<file path="src/rtl/uart_tx.sv">
// uart_tx: 8N1 serial transmitter with a one-byte pending slot.
// Parameters:
//   UART_BPS     - serial bit rate
//   CLK_FREQ     - sys_clk frequency in Hz
//   BAUD_CNT_MAX - sys_clk cycles per serial bit
// Ports:
//   sys_clk   - system clock
//   sys_rst_n - asynchronous active-low reset
//   tx_data   - byte to send, valid together with tx_flag
//   tx_flag   - request strobe, one request per high cycle
//   tx        - serial line, idle high
//   tx_busy   - high while a frame is on the line
//   tx_done   - one-cycle pulse on the last stop-bit cycle
//   overrun   - sticky, set when a request is dropped
module uart_tx #(
  parameter int unsigned UART_BPS     = 9600,
  parameter int unsigned CLK_FREQ     = 50_000_000,
  parameter int unsigned BAUD_CNT_MAX = CLK_FREQ / UART_BPS
) (
  input  logic       sys_clk,
  input  logic       sys_rst_n,
  input  logic [7:0] tx_data,
  input  logic       tx_flag,
  output logic       tx,
  output logic       tx_busy,
  output logic       tx_done,
  output logic       overrun
);

  localparam int unsigned CNT_W = (BAUD_CNT_MAX > 1) ? $clog2(BAUD_CNT_MAX) : 1;
  localparam logic [CNT_W-1:0] CNT_LAST = CNT_W'(BAUD_CNT_MAX - 1);

  typedef enum logic [1:0] {
    IDLE  = 2'd0,
    START = 2'd1,
    DATA  = 2'd2,
    STOP  = 2'd3
  } state_e;

  state_e           state_q, state_d;
  logic [CNT_W-1:0] cnt_q, cnt_d;
  logic [2:0]       idx_q, idx_d;
  logic [7:0]       data_q, data_d;
  logic [7:0]       pend_q, pend_d;
  logic             pend_v_q, pend_v_d;
  logic             tx_q, tx_d;
  logic             busy_q, busy_d;
  logic             done_q, done_d;
  logic             ovr_q, ovr_d;

  logic bit_end_c;
  logic last_stop_c;

  assign bit_end_c   = (cnt_q == CNT_LAST);
  assign last_stop_c = (state_q == STOP) && bit_end_c;

  // State register and registered outputs
  always_ff @(posedge sys_clk or negedge sys_rst_n) begin
    if (!sys_rst_n) begin
      state_q  <= IDLE;
      cnt_q    <= '0;
      idx_q    <= '0;
      data_q   <= '0;
      pend_q   <= '0;
      pend_v_q <= 1'b0;
      tx_q     <= 1'b1;
      busy_q   <= 1'b0;
      done_q   <= 1'b0;
      ovr_q    <= 1'b0;
    end else begin
      state_q  <= state_d;
      cnt_q    <= cnt_d;
      idx_q    <= idx_d;
      data_q   <= data_d;
      pend_q   <= pend_d;
      pend_v_q <= pend_v_d;
      tx_q     <= tx_d;
      busy_q   <= busy_d;
      done_q   <= done_d;
      ovr_q    <= ovr_d;
    end
  end

  // Next-state, pending slot and output decode
  always_comb begin
    state_d  = state_q;
    cnt_d    = cnt_q;
    idx_d    = idx_q;
    data_d   = data_q;
    pend_d   = pend_q;
    pend_v_d = pend_v_q;
    ovr_d    = ovr_q;
    tx_d     = 1'b1;
    busy_d   = 1'b0;
    done_d   = 1'b0;

    case (state_q)
      IDLE: begin
        cnt_d = '0;
        idx_d = '0;
        if (tx_flag) begin
          state_d = START;
          data_d  = tx_data;
        end
      end
      START: begin
        if (bit_end_c) begin
          cnt_d   = '0;
          idx_d   = '0;
          state_d = DATA;
        end else begin
          cnt_d = cnt_q + CNT_W'(1);
        end
      end
      DATA: begin
        if (bit_end_c) begin
          cnt_d = '0;
          if (idx_q == 3'd7) begin
            state_d = STOP;
          end else begin
            idx_d = idx_q + 3'd1;
          end
        end else begin
          cnt_d = cnt_q + CNT_W'(1);
        end
      end
      STOP: begin
        if (bit_end_c) begin
          cnt_d = '0;
          idx_d = '0;
          if (pend_v_q) begin
            // Pending byte goes out next; a simultaneous request refills the slot
            state_d  = START;
            data_d   = pend_q;
            pend_v_d = tx_flag;
            if (tx_flag) begin
              pend_d = tx_data;
            end
          end else if (tx_flag) begin
            state_d = START;
            data_d  = tx_data;
          end else begin
            state_d = IDLE;
          end
        end else begin
          cnt_d = cnt_q + CNT_W'(1);
        end
      end
      default: begin
        state_d = IDLE;
        cnt_d   = '0;
        idx_d   = '0;
      end
    endcase

    // Requests arriving mid-frame fill the slot or are dropped
    if ((state_q != IDLE) && !last_stop_c && tx_flag) begin
      if (!pend_v_q) begin
        pend_d   = tx_data;
        pend_v_d = 1'b1;
      end else begin
        ovr_d = 1'b1;
      end
    end

    // Outputs are decoded from the next state so the registers match it
    case (state_d)
      IDLE:    tx_d = 1'b1;
      START:   tx_d = 1'b0;
      DATA:    tx_d = data_d[idx_d];
      STOP:    tx_d = 1'b1;
      default: tx_d = 1'b1;
    endcase
    busy_d = (state_d != IDLE);
    done_d = (state_d == STOP) && (cnt_d == CNT_LAST);
  end

  assign tx      = tx_q;
  assign tx_busy = busy_q;
  assign tx_done = done_q;
  assign overrun = ovr_q;

endmodule

</file>
<file path="config.mk">
export PLATFORM = sky130hd
export DESIGN_NAME = uart_tx
export DESIGN_NICKNAME = d
export VERILOG_FILES = /design/src/rtl/uart_tx.sv
export SDC_FILE = /design/constraint.sdc
export NUM_CORES = 1
export LEC_CHECK = 0
export BUFFER_PORTS_ARGS = -buffer_cell sky130_fd_sc_hd__buf_2
export CELL_PAD_IN_SITES_DETAIL_PLACEMENT = 1
export CELL_PAD_IN_SITES_GLOBAL_PLACEMENT = 1
export CORE_UTILIZATION = 33
export CTS_CLUSTER_DIAMETER = 50
export DETAILED_ROUTE_END_ITERATION = 7
export PLACE_DENSITY = 0.61
export SYNTH_ARGS = -nofsm -noshare
export SYNTH_HDL_FRONTEND = slang
export SYNTH_SLANG_ARGS = --single-unit
</file>
<file path="constraint.sdc">
create_clock -name sys_clk -period 3.3 [get_ports sys_clk]
set_input_delay 0.99 -clock sys_clk [delete_from_list [all_inputs] [get_ports sys_clk]]
set_output_delay 0.99 -clock sys_clk [all_outputs]
set_load 0.02 [all_outputs]
</file>
Word-level counts from Yosys, hierarchy flattened. Cells that the tools add are included.

Add/subtract/negate cells: 2. $lt $le $gt $ge: 1. Equal/unequal tests: 9. Muxes and demuxes: 32. Reduce and logical (&&, ||, !) cells: 13.

Operator list (number): $mux W8 (9); $eq A13 B13 Y1 const B (2); $pmux W13 S2 (1); $pmux W8 S2 (1); $add A13 B1 Y13 const B (1); $mux W13 (1); $mux W2 (5); $mux W3 (3); $pmux W3 S3 (1); $eq A2 B2 Y1 const B (4); $mux W1 (8); $pmux W2 S4 (1); $eq A2 B1 Y1 const B (2); $logic_and A1 B1 Y1 (4); $logic_not A2 Y1 (2); $lt A3 B4 Y1 const B (1); $reduce_bool A2 Y1 (2); $reduce_or A2 Y1 (2); $add A3 B1 Y3 const B (1); $bmux W1 S3 (1); $eq A3 B3 Y1 const B (1); $pmux W1 S3 (1); $reduce_or A3 Y1 (1); $reduce_and A2 Y1 (1); $logic_not A1 Y1 (1).

Register bits: 39. Input port bits: 11. Output and inout bits: 4. Logic and storage cells: 67.

Longest topological paths before layout.
Depth after elaboration: 7. Depth in mapped cells: 11. Depth with buffers taken out: 10.

Least setup slack after synthesis. Ideal clock, no wire load.

Path kind: register -> register. Start: reg cnt_q[0]. End: reg tx_q (netlist: tx). Setup time: 100 ps. Data arrival time: 2219 ps. Data required time: 3200 ps. Path slack: 981 ps. Cell stages (with the launch flop): 9. Buffers on the path: 0. Period minus slack after synthesis: 2319 ps. Path through: dfrtp_1 ha_1 and4b_1 a41oi_1 nor2_1 a221o_1 or2_1 a41oi_2 a32oi_1.

Longest elaborated chain between the ends: 6. Elaborated cells on any way between the ends: 18. Classes of those cells: eq/ne (4); mux (12); reduce/logical (2).

Ends and longest elaborated chain: start, declared (RTL line 41) `logic [CNT_W-1:0] cnt_q, cnt_d;`; start signal, assigned (RTL line 72) `cnt_q <= cnt_d;`; $eq A13 B13 Y1 (RTL line 54) `assign bit_end_c = (cnt_q == CNT_LAST);`; $mux W8 (RTL line 128) `if (bit_end_c) begin`; $pmux W8 S2 (RTL line 97) `case (state_q)`; via data_d[7] (RTL line 43) `logic [7:0] data_q, data_d;`; $bmux W1 S3 (RTL line 170) `DATA: tx_d = data_d[idx_d];`; $mux W1 (implied by the code) (RTL line 170); $pmux W1 S3 (RTL line 167) `case (state_d)`; via tx_d (RTL line 46) `logic tx_q, tx_d;`; end signal, assigned (RTL line 77) `tx_q <= tx_d;`; end, declared (RTL line 46).

The timed path passes the listed nets, and every way through them passes these cells. The select of a mux whose other input is x is not followed. A chain may end at the register's enable or synchronous reset.

Final worst setup path. Ends and elaborated chain as after synthesis.

==> out/results.tsv <==
stage	metric	value	unit
timing	Slew HR	0.4036	
timing	Tightest Pin Transition	894.6	ps
clocking	cts hold-fix bufs	0	
die	I/O pins	15	
finish	area of the multi-input gates	1106	µm²
timing	Final Cycle Share	0.8116	
die	die span in y	82.45	µm
critical_path	Critical Path RT	3500	ps
clocking	TritonCTS clock tree	done	
run_status	status	complete, no violations	
global_route	total global-route track usage	0.1605	
detailed_routing	drt pass-1 iters	4	
finish	# nets final	241	
timing	post-route setup slack	621.7	ps
logic_synthesis	Post-synth EDFFs	0	
clocking	H-tree levels	2	
clocking	Clock Sinks	39	
critical_path	Crit. End Element	flop	
logic_synthesis	Mapped Area	2136	µm²
die	num rows	28	
hold_path	worst min-delay path class	flop to flop	
detailed_routing	Wirelength per Cell	15.86	µm
global_route	largest net degree at the start of global routing	40	
logic_synthesis	Mapped Avg Cell Area	10.42	µm²
die	Die X	82.45	µm
logic_synthesis	Post-Synthesis Cells	205	
timing	Setup TNS	0	ps
clocking	clock buffers created by TritonCTS	5	
critical_path	critical path class	flop to flop	
power_and_ir_drop	power per cell area	363.9	nW/µm²
timing	Peak Freq	373.4	MHz
clocking	clk buf depth	2	
global_route	first-pass GRT wire length	8121	µm
clocking	worst skew pair latency	290	ps
finish	commonest non-fill, non-tap cell in the layout	dfrtp_1	
logic_synthesis	FF+latch count, synth	39	
power_and_ir_drop	Pleak	1.066	nW
global_route	initial antenna violation count	0	
placement	GP Congestion	0.7184	
finish	ratio of cells with drive above 1 in the final layout	0.1964	
critical_path	arrival time at the worst endpoint	2880	ps
clocking	number of setup buffers added after CTS	0	
logic_synthesis	asr flop ratio synth	1.000	
logic_synthesis	Main synth FF type	dfrtp_1	
die	die area	6798	µm²
clocking	clock root cell	clkbuf_8	
placement	port bufs	14	
global_route	GRT overflow	0	
flow_run	max_cap viols	0	
finish	antenna cells	0	
detailed_routing	1st-iter DRT viols	80	
detailed_routing	antenna-violating nets left	0	
timing	Final Max Tran Viols	0	
logic_synthesis	Cell variety after synth	45	
critical_path	Setup crit start kind	flop	
detailed_routing	post-route DRC violation count	0	
clocking	Resized cells post-CTS	0	
die	core area	6096	µm²
finish	FF/Latch Area	977.2	µm²
timing	Worst Skew	4.638	ps
timing	RSZ-0062 raised after global routing	false	
finish	commonest cells after routing, fill and taps aside	38 x dfrtp_1, 28 x nor2_1, 14 x buf_2, 11 x a21oi_1	
finish	Filler cells	712	
logic_synthesis	Synth Warn #	0	
timing	Fin. Hold Viols	0	
finish	Layout area overhead	10.72	%
global_route	vias in the first global route	1578	
power_and_ir_drop	worst IR drop on VDD	0.0001962	V
critical_path	CP Max Fanout	7	
placement	Post-DP HPWL	3418	µm
logic_synthesis	register area share after synthesis	0.4575	
timing	Final setup viols	0	
timing	Tmin final	2678	ps
logic_synthesis	post-synth net total	223	
clocking	Worst-path clk slew	70	ps
placement	Place WS	543.4	ps
detailed_routing	via count	1554	
die	initial core utilization	0.3504	
detailed_routing	vias per inst	5.197	
detailed_routing	WL final	4741	µm
==> cell families after synthesis <==
kind of cell	after synthesis	share of synthesized area
multiplexers	13	0.06561
XOR/XNOR	12	0.04921
adder cells (fa/ha/maj)	7	0.04101
buffers and inverters	12	0.02460
flip-flops	39	0.4575
AO/OA/AOI/OAI	39	0.1406
AND/OR/NAND/NOR	83	0.2214
==> worst max-delay path, cell delays in order (launching register included) <==
cell     delay, ps
dfrtp_1        410
ha_1           280
and4b_1        370
nand4_1        260
nor3_2         450
a221o_2        270
mux2i_1         70
mux2i_1        160
o21ai_0        110
a32oi_1        210
==> synth_stat cells (3+ instances only) <==
| library cell | instances | area share |
|---|---|---|
| nor2_1 | 28 | 0.049 |
| nor2b_1 | 10 | 0.029 |
| clkbuf_1 | 3 | 0.0053 |
| nand2_1 | 7 | 0.012 |
| nand2b_1 | 4 | 0.012 |
| o21ai_0 | 6 | 0.014 |
| mux2i_1 | 5 | 0.023 |
| dfrtp_1 | 38 | 0.45 |
| a21oi_1 | 11 | 0.026 |
| a221o_2 | 5 | 0.026 |
| ha_1 | 7 | 0.041 |
| nand3_1 | 10 | 0.023 |
| a31oi_1 | 4 | 0.012 |
| xor2_1 | 8 | 0.033 |
| xnor2_1 | 4 | 0.016 |
| nor3_1 | 3 | 0.0070 |
| mux2_2 | 8 | 0.042 |
| inv_1 | 8 | 0.014 |
==> worst paths after layout <==
check	start	end	slack [ps]	cells past startpoint
min reg2reg	overrun$_DFFE_PN0P_	overrun$_DFFE_PN0P_	490	1
min	overrun$_DFFE_PN0P_	overrun$_DFFE_PN0P_	490	1
max	cnt_q[0]$_DFF_PN0_	tx$_DFF_PN1_	620	9
min in group asynchronous	sys_rst_n	cnt_q[5]$_DFF_PN0_	830	1
max reg2reg	cnt_q[0]$_DFF_PN0_	tx$_DFF_PN1_	620	9
max in group asynchronous	sys_rst_n	data_q[3]$_DFF_PN0_	1920	1
==> report_power, final <==
group | internal [mW] | total (mW) | switching [mW]
combinational | 0.0215 | 0.0460 | 0.0246
clock | 0.150 | 0.312 | 0.162
sequential | 0.493 | 0.502 | 0.00901
total | 0.665 | 0.861 | 0.195
==> stage by stage <==
step | instance area [µm²] | power (mW) | std cells | utilization | hold slack, ps
after floorplan | 2136 | 0.5323 | 205 | - | 456.0
after global placement | 2285 | 0.5586 | 291 | 0.3748 | 471.0
after detailed placement | 2285 | 0.5589 | 291 | 0.3748 | 469.5
after CTS | 2365 | 0.8778 | 299 | 0.3879 | 499.1
after global routing | 2365 | 0.9011 | 299 | 0.3879 | 520.9
final | 2365 | 0.8606 | 299 | 0.3879 | 491.3
==> state kept, by name, indices dropped and copies added, names as in the netlist <==
register and count:
tx_busy 1, pend_q 8, tx 1, pend_v_q 1, cnt_q 13, data_q 8
state_q 2, tx_done 1, idx_q 3, overrun 1
==> cell type report <==
class / count / share of cell area
Inverter: 8 / 0.01270
Multi-Input combinational cell: 154 / 0.4677
Clock buffer: 8 / 0.03386
Sequential cell: 39 / 0.4132
Timing Repair Buffer: 15 / 0.03280
Tap cell: 75 / 0.03968
==> metal layers <==
| metal | track usage | vias up | share of wire | wire length (µm) |
|---|---|---|---|---|
| li1 | - | 769 | - | - |
| met1 | 0.2363 | 757 | 0.52 | 2487 |
| met4 | 0.04561 | 0 | 0.0082 | 39 |
| met2 | 0.2306 | 24 | 0.43 | 2044 |
| met3 | 0.03846 | 4 | 0.036 | 170 |
| met5 | 0 | - | 0 | 0 |
No activity file was read; power rests on OpenSTA's default activity.
